<file path="config.mk">
export PLATFORM = sky130hd
export DESIGN_NAME = ps2_keycode
export DESIGN_NICKNAME = d
export VERILOG_FILES = /design/src/rtl/ps2_pkg.sv /design/src/rtl/ps2_rx.sv /design/src/rtl/ps2_keycode.sv
export SDC_FILE = /design/constraint.sdc
export NUM_CORES = 1
export LEC_CHECK = 0
export BUFFER_PORTS_ARGS = -buffer_cell sky130_fd_sc_hd__buf_2
export CORE_UTILIZATION = 60
export CTS_CLUSTER_SIZE = 24
export DETAILED_ROUTE_END_ITERATION = 10
export PLACE_DENSITY = 0.84
export SETUP_SLACK_MARGIN = 0.05
export SYNTH_ARGS = -nofsm -noshare
export SYNTH_HDL_FRONTEND = slang
export SYNTH_SLANG_ARGS = --single-unit
</file>
<file path="constraint.sdc">
create_clock -name Clk -period 4.9 [get_ports Clk]
set_input_delay 0.49 -clock Clk [delete_from_list [all_inputs] [get_ports Clk]]
set_output_delay 0.49 -clock Clk [all_outputs]
set_load 0.1 [all_outputs]
</file>
<file path="src/rtl/ps2_pkg.sv">
// Shared types, protocol constants and the set-2 to HID usage map for the PS/2 keyboard path.
package ps2_pkg;

  typedef enum logic {R_IDLE, R_SHIFT} rx_state_t;
  typedef enum logic [1:0] {D_IDLE, D_BREAK, D_EXT, D_EXT_BREAK} dec_state_t;

  localparam logic [7:0] PS2_EXT   = 8'hE0;
  localparam logic [7:0] PS2_BREAK = 8'hF0;

  localparam logic [7:0] HID_NONE  = 8'h00;
  localparam logic [7:0] HID_A     = 8'h04;
  localparam logic [7:0] HID_D     = 8'h07;
  localparam logic [7:0] HID_E     = 8'h08;
  localparam logic [7:0] HID_Q     = 8'h14;
  localparam logic [7:0] HID_S     = 8'h16;
  localparam logic [7:0] HID_W     = 8'h1A;
  localparam logic [7:0] HID_X     = 8'h1B;
  localparam logic [7:0] HID_Z     = 8'h1D;
  localparam logic [7:0] HID_RIGHT = 8'h4F;
  localparam logic [7:0] HID_LEFT  = 8'h50;
  localparam logic [7:0] HID_DOWN  = 8'h51;
  localparam logic [7:0] HID_UP    = 8'h52;

  function automatic logic [7:0] set2_to_hid(input logic ext, input logic [7:0] code);
    logic [7:0] hid;
    hid = HID_NONE;
    if (ext) begin
      case (code)
        8'h75:   hid = HID_UP;
        8'h72:   hid = HID_DOWN;
        8'h6B:   hid = HID_LEFT;
        8'h74:   hid = HID_RIGHT;
        default: hid = HID_NONE;
      endcase
    end else begin
      case (code)
        8'h1D:   hid = HID_W;
        8'h1B:   hid = HID_S;
        8'h1C:   hid = HID_A;
        8'h23:   hid = HID_D;
        8'h15:   hid = HID_Q;
        8'h24:   hid = HID_E;
        8'h1A:   hid = HID_Z;
        8'h22:   hid = HID_X;
        default: hid = HID_NONE;
      endcase
    end
    return hid;
  endfunction

endpackage

</file>
<file path="src/rtl/ps2_rx.sv">
// PS/2 frame receiver: pin synchronizers, glitch filters, 11-bit frame FSM with parity/stop
// checking and an inter-edge timeout.
module ps2_rx
  import ps2_pkg::*;
#(
  parameter int FILTER_LEN     = 8,
  parameter int TIMEOUT_CYCLES = 50000
) (
  input  logic       clk,
  input  logic       rst_n,
  input  logic       ps2_clk,
  input  logic       ps2_data,
  output logic [7:0] scan_byte,
  output logic       scan_valid,
  output logic       frame_err
);

  localparam int FW = $clog2(FILTER_LEN + 1);
  localparam int TW = $clog2(TIMEOUT_CYCLES + 1);

  logic [1:0] raw;
  logic [1:0] level;
  assign raw = {ps2_data, ps2_clk};

  // Lane 0 is the PS/2 clock, lane 1 the data; both idle high after reset.
  for (genvar gi = 0; gi < 2; gi++) begin : g_line
    logic          s1_reg, s2_reg, lvl_reg;
    logic [FW-1:0] cnt_reg;

    always_ff @(posedge clk or negedge rst_n) begin
      if (!rst_n) begin
        s1_reg  <= 1'b0;
        s2_reg  <= 1'b0;
        lvl_reg <= 1'b1;
        cnt_reg <= '0;
      end else begin
        s1_reg <= raw[gi];
        s2_reg <= s1_reg;
        if (s2_reg == lvl_reg) begin
          cnt_reg <= '0;
        end else if (cnt_reg == FW'(FILTER_LEN - 1)) begin
          lvl_reg <= s2_reg;
          cnt_reg <= '0;
        end else begin
          cnt_reg <= cnt_reg + 1'b1;
        end
      end
    end

    assign level[gi] = lvl_reg;
  end

  logic          clk_prev_reg;
  logic          fall;
  logic          data_level;
  rx_state_t     state_reg, state_next;
  logic [3:0]    bit_cnt_reg;
  logic [7:0]    shift_reg;
  logic          parity_reg;
  logic [TW-1:0] timer_reg;
  logic          timeout;
  logic          valid_next, err_next;

  assign data_level = level[1];
  assign fall       = clk_prev_reg & ~level[0];
  assign timeout    = (state_reg == R_SHIFT) && !fall && (timer_reg == TW'(TIMEOUT_CYCLES - 1));

  always_ff @(posedge clk or negedge rst_n) begin
    if (!rst_n) state_reg <= R_IDLE;
    else        state_reg <= state_next;
  end

  always_comb begin
    state_next = state_reg;
    case (state_reg)
      R_IDLE:  if (fall && !data_level) state_next = R_SHIFT;
      R_SHIFT: if (timeout || (fall && bit_cnt_reg == 4'd9)) state_next = R_IDLE;
      default: state_next = R_IDLE;
    endcase
  end

  always_comb begin
    valid_next = 1'b0;
    err_next   = 1'b0;
    case (state_reg)
      R_IDLE: err_next = fall && data_level;
      R_SHIFT: begin
        if (timeout) begin
          err_next = 1'b1;
        end else if (fall && bit_cnt_reg == 4'd9) begin
          // Odd parity over data+parity, and the stop bit must be high.
          if ((^shift_reg ^ parity_reg) && data_level) valid_next = 1'b1;
          else                                         err_next   = 1'b1;
        end
      end
      default: ;
    endcase
  end

  always_ff @(posedge clk or negedge rst_n) begin
    if (!rst_n) begin
      clk_prev_reg <= 1'b1;
      bit_cnt_reg  <= '0;
      shift_reg    <= '0;
      parity_reg   <= 1'b0;
      timer_reg    <= '0;
      scan_byte    <= '0;
      scan_valid   <= 1'b0;
      frame_err    <= 1'b0;
    end else begin
      clk_prev_reg <= level[0];
      scan_valid   <= valid_next;
      frame_err    <= err_next;
      if (valid_next) scan_byte <= shift_reg;
      if (state_reg == R_IDLE) begin
        bit_cnt_reg <= '0;
        timer_reg   <= '0;
      end else if (fall) begin
        timer_reg   <= '0;
        bit_cnt_reg <= bit_cnt_reg + 1'b1;
        if (bit_cnt_reg < 4'd8)  shift_reg  <= {data_level, shift_reg[7:1]};
        if (bit_cnt_reg == 4'd8) parity_reg <= data_level;
      end else begin
        timer_reg <= timer_reg + 1'b1;
      end
    end
  end

endmodule

</file>
<file path="src/rtl/ps2_keycode.sv">
// PS/2 keyboard front end: receives set-2 bytes and holds the HID usage of the pressed mapped key.
module ps2_keycode
  import ps2_pkg::*;
#(
  parameter int FILTER_LEN     = 8,
  parameter int TIMEOUT_CYCLES = 50000
) (
  input  logic       Clk,
  input  logic       Reset_n,
  input  logic       ps2_clk,
  input  logic       ps2_data,
  output logic [7:0] keycode,
  output logic [7:0] scan_byte,
  output logic       scan_valid,
  output logic       frame_err
);

  ps2_rx #(
    .FILTER_LEN    (FILTER_LEN),
    .TIMEOUT_CYCLES(TIMEOUT_CYCLES)
  ) u_rx (
    .clk       (Clk),
    .rst_n     (Reset_n),
    .ps2_clk   (ps2_clk),
    .ps2_data  (ps2_data),
    .scan_byte (scan_byte),
    .scan_valid(scan_valid),
    .frame_err (frame_err)
  );

  dec_state_t dec_reg, dec_next;
  logic [7:0] keycode_reg, keycode_next;
  logic [7:0] hid;

  always_ff @(posedge Clk or negedge Reset_n) begin
    if (!Reset_n) begin
      dec_reg     <= D_IDLE;
      keycode_reg <= '0;
    end else begin
      dec_reg     <= dec_next;
      keycode_reg <= keycode_next;
    end
  end

  always_comb begin
    dec_next = dec_reg;
    if (frame_err) begin
      dec_next = D_IDLE;
    end else if (scan_valid) begin
      case (dec_reg)
        D_IDLE: begin
          if (scan_byte == PS2_EXT)        dec_next = D_EXT;
          else if (scan_byte == PS2_BREAK) dec_next = D_BREAK;
          else                             dec_next = D_IDLE;
        end
        D_EXT:   dec_next = (scan_byte == PS2_BREAK) ? D_EXT_BREAK : D_IDLE;
        default: dec_next = D_IDLE;
      endcase
    end
  end

  assign hid = set2_to_hid((dec_reg == D_EXT) || (dec_reg == D_EXT_BREAK), scan_byte);

  // Makes override whatever is held; a break only clears the key that is actually held.
  always_comb begin
    keycode_next = keycode_reg;
    if (scan_valid && !frame_err) begin
      case (dec_reg)
        D_IDLE:
          if (scan_byte != PS2_EXT && scan_byte != PS2_BREAK && hid != HID_NONE) keycode_next = hid;
        D_EXT:
          if (scan_byte != PS2_BREAK && hid != HID_NONE) keycode_next = hid;
        default:
          if (hid == keycode_reg) keycode_next = HID_NONE;
      endcase
    end
  end

  assign keycode = keycode_reg;

endmodule

</file>
# Yosys cells after proc, flatten, opt, wreduce, memory -nomap -nowiden
# Cells that the tools add are included.
# op_classes
addsub	4
n_lt_le_gt_ge	1
eq_ne	29
muxes	32
bitwise_logic	6
n_reduce_logical	25
# ops
cell	n
equality test 8 x 5 -> 1 bit, second input constant	5
case mux 5 bit (8 select lines)	1
equality test 8 x 7 -> 1 bit, second input constant	4
2-to-1 mux 16 bit	2
2-to-1 mux 8 bit	4
case mux 7 bit (4 select lines)	1
equality test 8 x 6 -> 1 bit, second input constant	3
2-to-1 mux 4 bit	6
adder 16 x 1 -> 16 bit, second input constant	1
equality test 16 bit, second input constant	1
equality test 8 bit, second input constant	2
inequality test 8 bit, second input constant	2
case mux 8 bit (2 select lines)	1
adder 4 x 1 -> 4 bit, second input constant	3
logical AND 1 bit	10
2-to-1 mux 1 bit	10
equality test 4 x 3 -> 1 bit, second input constant	2
equality test 4 bit, second input constant	2
equality test 8 bit	1
2-to-1 mux 2 bit	4
nonzero test 8 bit	1
XOR reduction 8 bit	1
AND reduction 3 bit	2
equality test 2 bit, second input constant	2
other kinds (16)	26
# word_totals
register_bits	65
input_bits	4
out_inout_bits	18
word_cells	116

# Logic depth before layout (Yosys ltp)
# Gate-level depths: netlist of run 1.
# logic_depth
depth_word	8
ltp_mapped	9
ltp_nobuf	7

# Hierarchy
# From an unflattened synthesis of run 1, not the netlist that was laid out.
# unflattened
hier_cells	318
hier_area_um2	3390.8
# modules_own_cells
mod	instances	cells_per_inst	area_per_inst_um2	seq_area_each_um2
ps2_rx	1	200	2457.4	1380.1
ps2_keycode	1	118	933.4	200.2

# Least setup slack after synthesis of run 1
# OpenSTA, ideal clock, no wires.
# synth_timing
path_type	flip-flop to flip-flop
start	reg u_rx.scan_byte[2]
end	reg keycode_reg[4] (netlist: keycode[4])
setup_time_ps	136
arrival_ps	2664
t_required_ps	4764
slack_ps	2100
stages_incl_launch_ff	8
n_path_buf	0
period_less_slack_ps	2800
path_cell_list	dfrtp_1 -> nand2b_1 -> or4_4 -> o32ai_1 -> mux2i_1 -> xnor2_1 -> nor4_4 -> o21ai_0
# synth_via
elab_chain_cells	7
word_cells_on_any_way	29
# synth_rtl
element	line_no	text
start, declared	ps2_rx.sv:13	output logic [7:0] scan_byte,
start signal, assigned	ps2_rx.sv:114	if (valid_next) scan_byte <= shift_reg;
equality test 8 x 6 -> 1 bit (tied with other cells)	ps2_pkg.sv:36	case (code)
case mux 5 bit (8 select lines) / case mux 7 bit (4 select lines) (equally long branches)	ps2_pkg.sv:36, ps2_pkg.sv:28	
2-to-1 mux 8 bit	ps2_pkg.sv:27	if (ext) begin
nonzero test 8 bit	ps2_keycode.sv:70, ps2_keycode.sv:72	
logical AND 1 bit (on tied branches)	ps2_keycode.sv:70, ps2_keycode.sv:72	
inequality test 2 bit (no source line) / inequality test 2 x 1 -> 1 bit (equally long branches)	-	
AND reduction 4 bit (no source line)	-	
end signal, assigned	ps2_keycode.sv:41	keycode_reg <= keycode_next;
end, declared	ps2_keycode.sv:32	logic [7:0] keycode_reg, keycode_next;
# Parallel ways exist; a longest one is shown, timed or not. The select of a mux whose other input is x is not followed.
# A chain may end at the register's enable or synchronous reset.

# Final worst setup path of run 1
# layout_timing
start	reg u_rx.scan_byte[3]
end	reg keycode_reg[4] (netlist: keycode[4])
# The elaborated chain is that of the path after synthesis.

==> results of run 1 <==
## worst paths after layout
| path | depth (start not counted) | from | slack [ns] | end |
|---|---|---|---|---|
| setup / recovery | 7 | u_rx.scan_byte[3] | 2.39 | keycode[4] |
| hold / removal | 1 | ps2_data | 0.26 | u_rx.g_line[1].s1_reg |
| setup reg to reg | 7 | u_rx.scan_byte[3] | 2.39 | keycode[4] |
| hold reg to reg | 0 | u_rx.g_line[0].s1_reg | 0.35 | u_rx.g_line[0].s2_reg |
| max in group asynchronous | 2 | Reset_n | 4.09 | u_rx.timer_reg[2] |
| min in group asynchronous | 2 | Reset_n | 0.30 | keycode[2] |
## power by group
group / switching, W / total, W / internal, W / leakage (nW)
clock: 0.000187 / 0.000434 / 0.000247 / 0.0964
combinational: 0.000116 / 0.000198 / 0.0000817 / 0.651
sequential: 0.0000598 / 0.000642 / 0.000582 / 0.849
total: 0.000363 / 0.00127 / 0.000911 / 1.60
## per-layer routing
metal / vias to the layer above / track usage, % / wire length, um
met4: 0 / 10.69 / 99
met2: 35 / 38.84 / 2925
met1: 1131 / 29.55 / 2625
met3: 11 / 4.685 / 151
li1: 1120 / - / -
met5: - / 0 / 0
## stage by stage
stage / cell area (um2) / utilization, %
after detailed placement: 3344 / 65.48
final: 3537 / 69.26
after CTS: 3537 / 69.26
after global routing: 3537 / 69.26
after floorplan: 3199 / -
after global placement: 3344 / 65.48
## layout by cell type (no fill, tap or decap), types with 9 or more instances in the layout
cell	Yosys	layout
a21oi_1	14	14
buf_2	3	19
clkbuf_8	0	10
dfrtp_1	60	60
mux2_2	19	19
nand2_1	22	22
nand3_1	9	9
nor2_1	20	20
nor3_1	11	11
o21ai_0	9	9
xnor2_1	18	18
xor2_1	13	13
## area by class of cell
cell class	count	area, um2	share of cell area [%]
flip-flops and latches	63	1580	44.68
repair buffers	20	102.6	2.901
clock inverters	4	47.55	1.344
multi-input cells	224	1540	43.54
well taps	70	87.58	2.476
inverters	9	33.78	0.9551
clock buffers	12	145.1	4.103
## cells by family after synthesis
group | after synthesis | share of synthesized area (%)
and+or+nand+nor | 121 | 20.99
DFF | 63 | 49.45
AOI/OAI and AO/OA | 43 | 8.810
xor gates and xnor gates | 31 | 8.496
muxes | 21 | 7.322
buffers and inverters | 18 | 2.466
adders and majority gates | 6 | 2.349
other | 1 | 0.1174
## worst max-delay path: stages, from the launching register on
cell     delay [ns]
dfrtp_1        0.53
nor3b_1        0.51
a22oi_1        0.17
o32ai_1        0.27
mux2i_1        0.15
xnor2_1        0.19
nor4_4         0.40
o21ai_0        0.16
==> results.json, run 1 <==
{
  "status": "complete, no violations",
  "post-dp-hpwl_um": 4060,
  "ant_nets": 0,
  "startpoint_type": "flip-flop",
  "root_buffer": "clkbuf_8",
  "worst_ep_required_time_ns": 5.11,
  "drt-total-wl_um": 5801,
  "largest_reg_flops": 16,
  "cts_made_buffers": 9,
  "yosysTopAreaCellShare_pct": 46.99,
  "drive_gt1_share_pct": 18.37,
  "grt_pass1_vias": 2137,
  "crit_type": "flip-flop to flip-flop",
  "drtPass1Iterations": 4,
  "clk_path_buf_depth": 2,
  "grt_max_degree": 64,
  "cp-end-kind": "flip-flop",
  "dp_slack_ns": 2.440,
  "fin_nets": 337,
  "post_cts_buffers": 0,
  "relSlewSlack_pct": 48.88,
  "synthCells": 304,
  "ys_types": 50,
  "power_density_mw_per_mm2": 360.3,
  "cts.sinks": 63,
  "cts_hold_buf": 0,
  "tns_ns": 0,
  "ys_ff_latch": 63,
  "cap_violations": 0,
  "finalHoldViolations": 0,
  "core_mm2": 0.005107,
  "place_congestion": 0.8928,
  "post_synth_main_area_contributors": "dfrtp_1 47%, mux2_2 6.7%, xnor2_1 4.9%",
  "num_io_pins": 22,
  "fin_ws_ns": 2.391,
  "path_max_fanout": 14,
  "vdd_drop_max_uv": 291.2,
  "skew_ns": 0.01277,
  "fmax_mhz": 398.5,
  "clk_latency_ns": 0.34,
  "h-tree-depth": 3,
  "track_usage_pct": 23.33,
  "dieArea_mm2": 0.005622,
  "setup_violations": 0,
  "core.rowCount": 26,
  "syn_area_mm2": 0.003196,
  "port-buffer-count": 19,
  "whs_ns": 0.2595,
  "initial_core_util_pct": 62.57,
  "fin_crit_sh_pct": 51.21,
  "p_total_w": 0.001274,
  "antenna_found_initial": 0,
  "final_cell_count_no_fill": 402,
  "cts_resized": 0,
  "path_clk_slew_ns": 0.07,
  "synth_warnings": 0,
  "synth.most_common_cell": "dfrtp_1",
  "worstMarginPinSlew_ns": 0.7668,
  "dp_cells": 386,
  "cts_tree": "done",
  "die_w_um": 74.98,
  "period_needed_ns": 2.509,
  "viasPerCell": 5.714,
  "ys_async_sr_fraction_pct": 100.0,
  "rsz0062_at_grt": "no",
  "area_growth_pct": 10.69,
  "first_iter_violations": 144,
  "grt_pass1_wl_um": 9722,
  "crit_arrival_ns": 2.72,
  "nFillCells": 401,
  "yosysTopAreaCell": "dfrtp_1",
  "fp.dieH_um": 74.98,
  "wl_per_cell_um": 14.43,
  "hold_class": "input pin to flip-flop",
  "num_vias": 2297,
  "syn_area_per_cell_um2": 10.51,
  "overflow": 0,
  "seq_area_frac_synth_pct": 49.45,
  "synth_edf_count": 0,
  "leakage_nw": 1.596,
  "drc": 0,
  "num_antenna_cells": 0,
  "synth_common_cells": "60 x dfrtp_1, 22 x nand2_1, 20 x nor2_1",
  "synthFlopType": "dfrtp_1",
  "slew_violations": 0
}
(Power assumes the default switching activity.)
==> run 2: changes to the inputs <==
==> constraint.sdc (replaced) <==
create_clock -name Clk -period 2.37 [get_ports Clk]
set_input_delay 0.237 -clock Clk [delete_from_list [all_inputs] [get_ports Clk]]
set_output_delay 0.237 -clock Clk [all_outputs]
set_load 0.1 [all_outputs]
==> run 2 against run 1 <==
Effect of this change:
- via count is 0.17% lower
- global-route usage is 0.81 points lower
- clock power grew 80%
- wire length decreased by 0.69%
- sequential power up 110%
- die area unchanged
- final cell count increased by 2.5%
- non-clock buffer count is 11 higher
- first-iteration DRC count decreased by 38%
- critical path depth fell by 1
- fmax rose by 9.6%
==> results.json, run 2 (synthesized netlist as in run 1, its figures left out) <==
{
  "status": "complete, no violations",
  "p_sw_share_pct": 28.10,
  "fin_nets": 348,
  "drc": 0,
  "die_w_um": 74.98,
  "vdd_drop_max_uv": 710.8,
  "track_usage_pct": 22.52,
  "post-dp-hpwl_um": 3989,
  "port-buffer-count": 19,
  "cts.sinks": 63,
  "r2r_end": "keycode[4]",
  "core.rowCount": 26,
  "area_growth_pct": 15.62,
  "first_iter_violations": 90,
  "crit_type": "flip-flop to flip-flop",
  "grt_pass1_vias": 2085,
  "root_buffer": "clkbuf_8",
  "final_cell_count_no_fill": 412,
  "fin_crit_sh_pct": 96.59,
  "place_congestion": 0.9295,
  "ff2ff_path_depth": 6,
  "skew_ns": 0.01040,
  "num_io_pins": 22,
  "cts_tree": "done",
  "utilization_pct": 72.34,
  "path_clk_slew_ns": 0.06,
  "fp.dieH_um": 74.98,
  "largest_reg_flops": 16,
  "fmax_mhz": 436.8,
  "clk_path_buf_depth": 2,
  "viasPerCell": 5.566,
  "r2r_start": "u_rx.scan_byte[7]",
  "worst_ep_required_time_ns": 2.63,
  "cp-end-kind": "flip-flop",
  "hold_class": "input pin to flip-flop",
  "period_needed_ns": 2.289,
  "r2r_slack_ns": 0.08,
  "relSlewSlack_pct": 65.26,
  "h-tree-depth": 3,
  "power.share.sequential_pct": 52.0,
  "setup_violations": 0,
  "power_density_mw_per_mm2": 691.3,
  "drive_gt1_share_pct": 25.15,
  "hp-start": "ps2_data",
  "mostFrequentLayoutCell": "dfrtp_1",
  "p_int_w": 0.001836,
  "antenna_found_initial": 0,
  "dp_cells": 394,
  "crit_arrival_ns": 2.55,
  "multi_input_area_mm2": 0.001593,
  "core_mm2": 0.005107,
  "clkPwrFrac_pct": 30.6,
  "final_cell_mix": "52 x dfrtp_1, 22 x nand2_1, 19 x nor2_1, 19 x mux2_2, 19 x buf_2",
  "crit_path_start": "u_rx.scan_byte[7]",
  "whs_path_depth": 1,
  "p_sw_w": 0.0007178,
  "finalHoldViolations": 0,
  "overflow": 0,
  "slew_violations": 0,
  "nFillCells": 381,
  "grt_pass1_wl_um": 9252,
  "wl_per_cell_um": 13.98,
  "grt_max_degree": 46,
  "clk_latency_ns": 0.32,
  "initial_core_util_pct": 62.57,
  "drt-total-wl_um": 5761,
  "cts_made_buffers": 9,
  "worstHoldEndpoint": "u_rx.g_line[1].s1_reg",
  "leakage_nw": 1.649,
  "combinationalPowerShare_pct": 17.4,
  "num_antenna_cells": 0,
  "rsz0062_at_grt": "yes",
  "ant_nets": 0,
  "dieArea_mm2": 0.005622,
  "cap_violations": 0,
  "drtPass1Iterations": 4,
  "area.sequential_mm2": 0.001610,
  "worstMarginPinSlew_ns": 0.5170,
  "path_max_fanout": 7,
  "num_vias": 2293,
  "startpoint_type": "flip-flop"
}
==> run 2: power groups by stage <==
stage | clock network (W) | registers, W | logic [W]
after floorplan | 0 | 0.00129 | 0.000357
after global placement | 0 | 0.00134 | 0.000433
after detailed placement | 0 | 0.00135 | 0.000441
after CTS | 0.000807 | 0.00133 | 0.000446
after global routing | 0.000859 | 0.00135 | 0.000502
final | 0.000781 | 0.00133 | 0.000444
==> run 2: layout make-up <==
cell class | count | area share (%)
flip-flops and latches | 63 | 43.58
inverters | 9 | 0.9143
clock inverters | 1 | 0.1355
well taps | 70 | 2.370
clock buffers | 14 | 4.402
multi-input cells | 224 | 43.11
repair buffers | 31 | 5.486
==> run 2: how the worst max path moves through the flow <==
| stage | to | slack, ns | cells after the start |
|---|---|---|---|
| floorplan | keycode[4] | 0.01 | 6 |
| global placement | keycode[0] | 0.05 | 7 |
| detailed placement | keycode[6] | 0.03 | 7 |
| CTS | keycode[2] | 0.07 | 8 |
| global route | keycode[6] | -0.007 | 7 |
| finish | keycode[4] | 0.08 | 6 |
==> run 2: critical path, stage by stage (launching register included) <==
cell,delay (ns)
dfrtp_4,0.50
or2_4,0.27
or4_4,0.43
o311a_4,0.35
a41o_1,0.25
or3_1,0.34
o21ai_1,0.07
==> run 2: routing by layer <==
layer | vias to the layer above | share of wire [%] | track usage [%]
met5 | - | 0 | 0
met4 | 0 | 0.89 | 11.11
met3 | 4 | 3.2 | 5.087
met2 | 33 | 48 | 35.74
met1 | 1111 | 47 | 29.36
li1 | 1145 | - | -
==> run 2: what timing repair did <==
item,4_1_cts,5_1_grt
resized for setup,1,9
cloned,0,0
pin swaps,0,8
setup buffers,0,1
hold buffers,1,1
hold endpoints to repair,18,1
setup endpoints to repair,5,6
==> run 2: through the flow <==
stage / hold slack, ns / worst slack (ns) / power (W) / cell area, um2 / setup TNS (ns)
4_1_cts: 0.0006358 / 0.06828 / 0.002583 / 3637 / 0
5_1_grt: 0.007392 / -0.007407 / 0.002707 / 3695 / -0.01469
6_report: 0.02283 / 0.08073 / 0.002554 / 3695 / 0
3_5_place_dp: 0.2032 / 0.02872 / 0.001789 / 3455 / 0
3_3_place_gp: 0.2003 / 0.05204 / 0.001771 / 3455 / 0
2_1_floorplan: -0.05859 / 0.01149 / 0.001651 / 3238 / 0
==> run 3: changes to the inputs <==
--- a/config.mk
+++ b/config.mk
@@ -7,6 +7,7 @@
 export LEC_CHECK = 0
 export BUFFER_PORTS_ARGS = -buffer_cell sky130_fd_sc_hd__buf_2
 export CORE_UTILIZATION = 60
+export CTS_BUF_LIST = sky130_fd_sc_hd__clkbuf_8
 export CTS_CLUSTER_SIZE = 24
 export DETAILED_ROUTE_END_ITERATION = 10
 export PLACE_DENSITY = 0.84
==> run 3 against run 2 <==
Effect of this change:
- core utilization is the same
- fmax is the same
- largest power group unchanged
- non-clock buffer count is the same
- register-to-register slack is essentially flat
- clock power shrank 2%
- combinational power is essentially flat
- first-iteration DRC count shrank 1.1%
- via count is essentially flat
- die area is the same
- highest routed layer unchanged
- hold slack lost 0.00080 ns
- cell area is the same
- clock-buffer cell count shrank 3
==> results.json, run 3 (synthesized netlist as in run 1, its figures left out) <==
{
  "critPathBufInv": 0,
  "crit_type": "flip-flop to flip-flop",
  "p_sw_share_pct": 28.28,
  "first_iter_violations": 89,
  "multi_input_area_mm2": 0.001593,
  "crit_arrival_ns": 2.55,
  "cp_top_family": "simple AND/OR/NAND/NOR gates",
  "fmax_mhz": 436.8,
  "drtPass1Iterations": 4,
  "setup_violations": 0,
  "cp-end-kind": "flip-flop",
  "leakage_nw": 1.661,
  "vdd_drop_max_uv": 710.7,
  "skew_ns": 0.01040,
  "overflow": 0,
  "rsz0062_at_grt": "yes",
  "mostFrequentLayoutCell": "dfrtp_1",
  "dp_cells": 394,
  "ant_nets": 0,
  "period_needed_ns": 2.289,
  "cpPeakStageDelay_ns": 0.50,
  "startpoint_type": "flip-flop",
  "clkPwrFrac_pct": 30.3,
  "final_cell_count_no_fill": 412,
  "tns_ns": 0,
  "area_growth_pct": 15.62,
  "relSlewSlack_pct": 65.26,
  "drive_gt1_share_pct": 25.15,
  "worstMarginPinSlew_ns": 0.5170,
  "area.sequential_mm2": 0.001610,
  "final_area_mm2": 0.003695,
  "root_buffer": "clkbuf_8",
  "drt-total-wl_um": 5761,
  "p_int_w": 0.001823,
  "clk_path_buf_depth": 2,
  "antenna_found_initial": 0,
  "grt_pass1_vias": 2085,
  "port-buffer-count": 19,
  "num_vias": 2292,
  "cap_violations": 0,
  "clk_latency_ns": 0.32,
  "num_io_pins": 22,
  "r2r_slack_ns": 0.08,
  "slowest_stage": "dfrtp_4",
  "hold_class": "input pin to flip-flop",
  "num_antenna_cells": 0,
  "path_max_fanout": 7,
  "viasPerCell": 5.563,
  "slew_violations": 0,
  "fin_nets": 348,
  "core_mm2": 0.005107,
  "p_sw_w": 0.0007190,
  "dieArea_mm2": 0.005622,
  "largest_reg_flops": 16,
  "cts_made_buffers": 9,
  "grt_max_degree": 46,
  "combinationalPowerShare_pct": 17.5,
  "status": "complete, no violations",
  "h-tree-depth": 3,
  "cts.sinks": 63,
  "worst_ep_required_time_ns": 2.63,
  "initial_core_util_pct": 62.57,
  "grt_pass1_wl_um": 9252,
  "cts_tree": "done",
  "whs_ns": 0.02204,
  "finalHoldViolations": 0,
  "power_density_mw_per_mm2": 688.0,
  "drc": 0,
  "place_congestion": 0.9295,
  "core.rowCount": 26,
  "placed_cell_area_mm2": 0.003455,
  "final_cell_mix": "52 x dfrtp_1, 22 x nand2_1, 19 x nor2_1, 19 x mux2_2, 19 x buf_2",
  "fp.dieH_um": 74.98,
  "die_w_um": 74.98,
  "power.share.sequential_pct": 52.3,
  "path_cells": "or2_4 -> or4_4 -> o311a_4 -> a41o_1 -> or3_1 -> o21ai_1",
  "nFillCells": 381,
  "fin_crit_sh_pct": 96.59,
  "wl_per_cell_um": 13.98,
  "post-dp-hpwl_um": 3989,
  "track_usage_pct": 22.52,
  "path_clk_slew_ns": 0.06
}
run 3: cell types whose count changed in the layout (fill, tap and decap cells not counted), sizes merged:
cell / before / now
inv: 9 / 12
clkbuf: 14 / 11
run 3: cell type report:
type,instances,share of cell area (%)
inverters,9,0.9143
clock buffers,11,4.098
repair buffers,31,5.486
flip-flops and latches,63,43.58
multi-input cells,224,43.11
clock inverters,4,0.4402
well taps,70,2.370
run 3: worst register-to-register path, delay by kind of cell (launching register included):
kind | cells | cell delay (ns)
simple gates | 3 | 1.04
compound gates | 3 | 0.67
flops | 1 | 0.50
run 3: power by group through the flow:
stage	Clock, W	Sequential [W]	Combinational [W]
2_1_floorplan	0	0.00129	0.000357
3_3_place_gp	0	0.00134	0.000433
3_5_place_dp	0	0.00135	0.000441
4_1_cts	0.000795	0.00133	0.000446
5_1_grt	0.000847	0.00135	0.000502
6_report	0.000769	0.00133	0.000444
run 3: final timing paths:
| check | startpoint | to | depth (start not counted) |
|---|---|---|---|
| worst max-delay path | u_rx.scan_byte[7] | keycode[4] | 6 |
| worst min-delay path | ps2_data | u_rx.g_line[1].s1_reg | 1 |
| worst max register to register | u_rx.scan_byte[7] | keycode[4] | 6 |
| worst min register to register | u_rx.g_line[1].s1_reg | u_rx.g_line[1].s2_reg | 0 |
| max in group asynchronous | Reset_n | u_rx.clk_prev_reg | 3 |
| min in group asynchronous | Reset_n | keycode[4] | 2 |
run 3: per-stage QoR:
| stage | utilization (%) | worst slack, ns | power, W |
|---|---|---|---|
| after CTS | 71.22 | 0.06772 | 0.002571 |
| final | 72.34 | 0.08073 | 0.002542 |
| after floorplan | - | 0.01149 | 0.001651 |
| after global placement | 67.64 | 0.05204 | 0.001771 |
| after global routing | 72.34 | -0.007407 | 0.002695 |
| after detailed placement | 67.64 | 0.02872 | 0.001789 |
run 3: repair_timing:
action / 4_1_cts / 5_1_grt
gates resized for setup: 1 / 9
setup endpoints to repair: 5 / 6
hold endpoints to repair: 18 / 1
pin swaps: 0 / 8
hold buffers: 1 / 1
buffers inserted: 0 / 1
run 3: layer usage:
layer  up-vias  wire length, um  GRT usage [%]
met5         -                0              0
met3         4              185          5.087
met1      1110             2730          29.36
met2        33             2794          35.74
li1       1145                -              -
met4         0               51          11.11
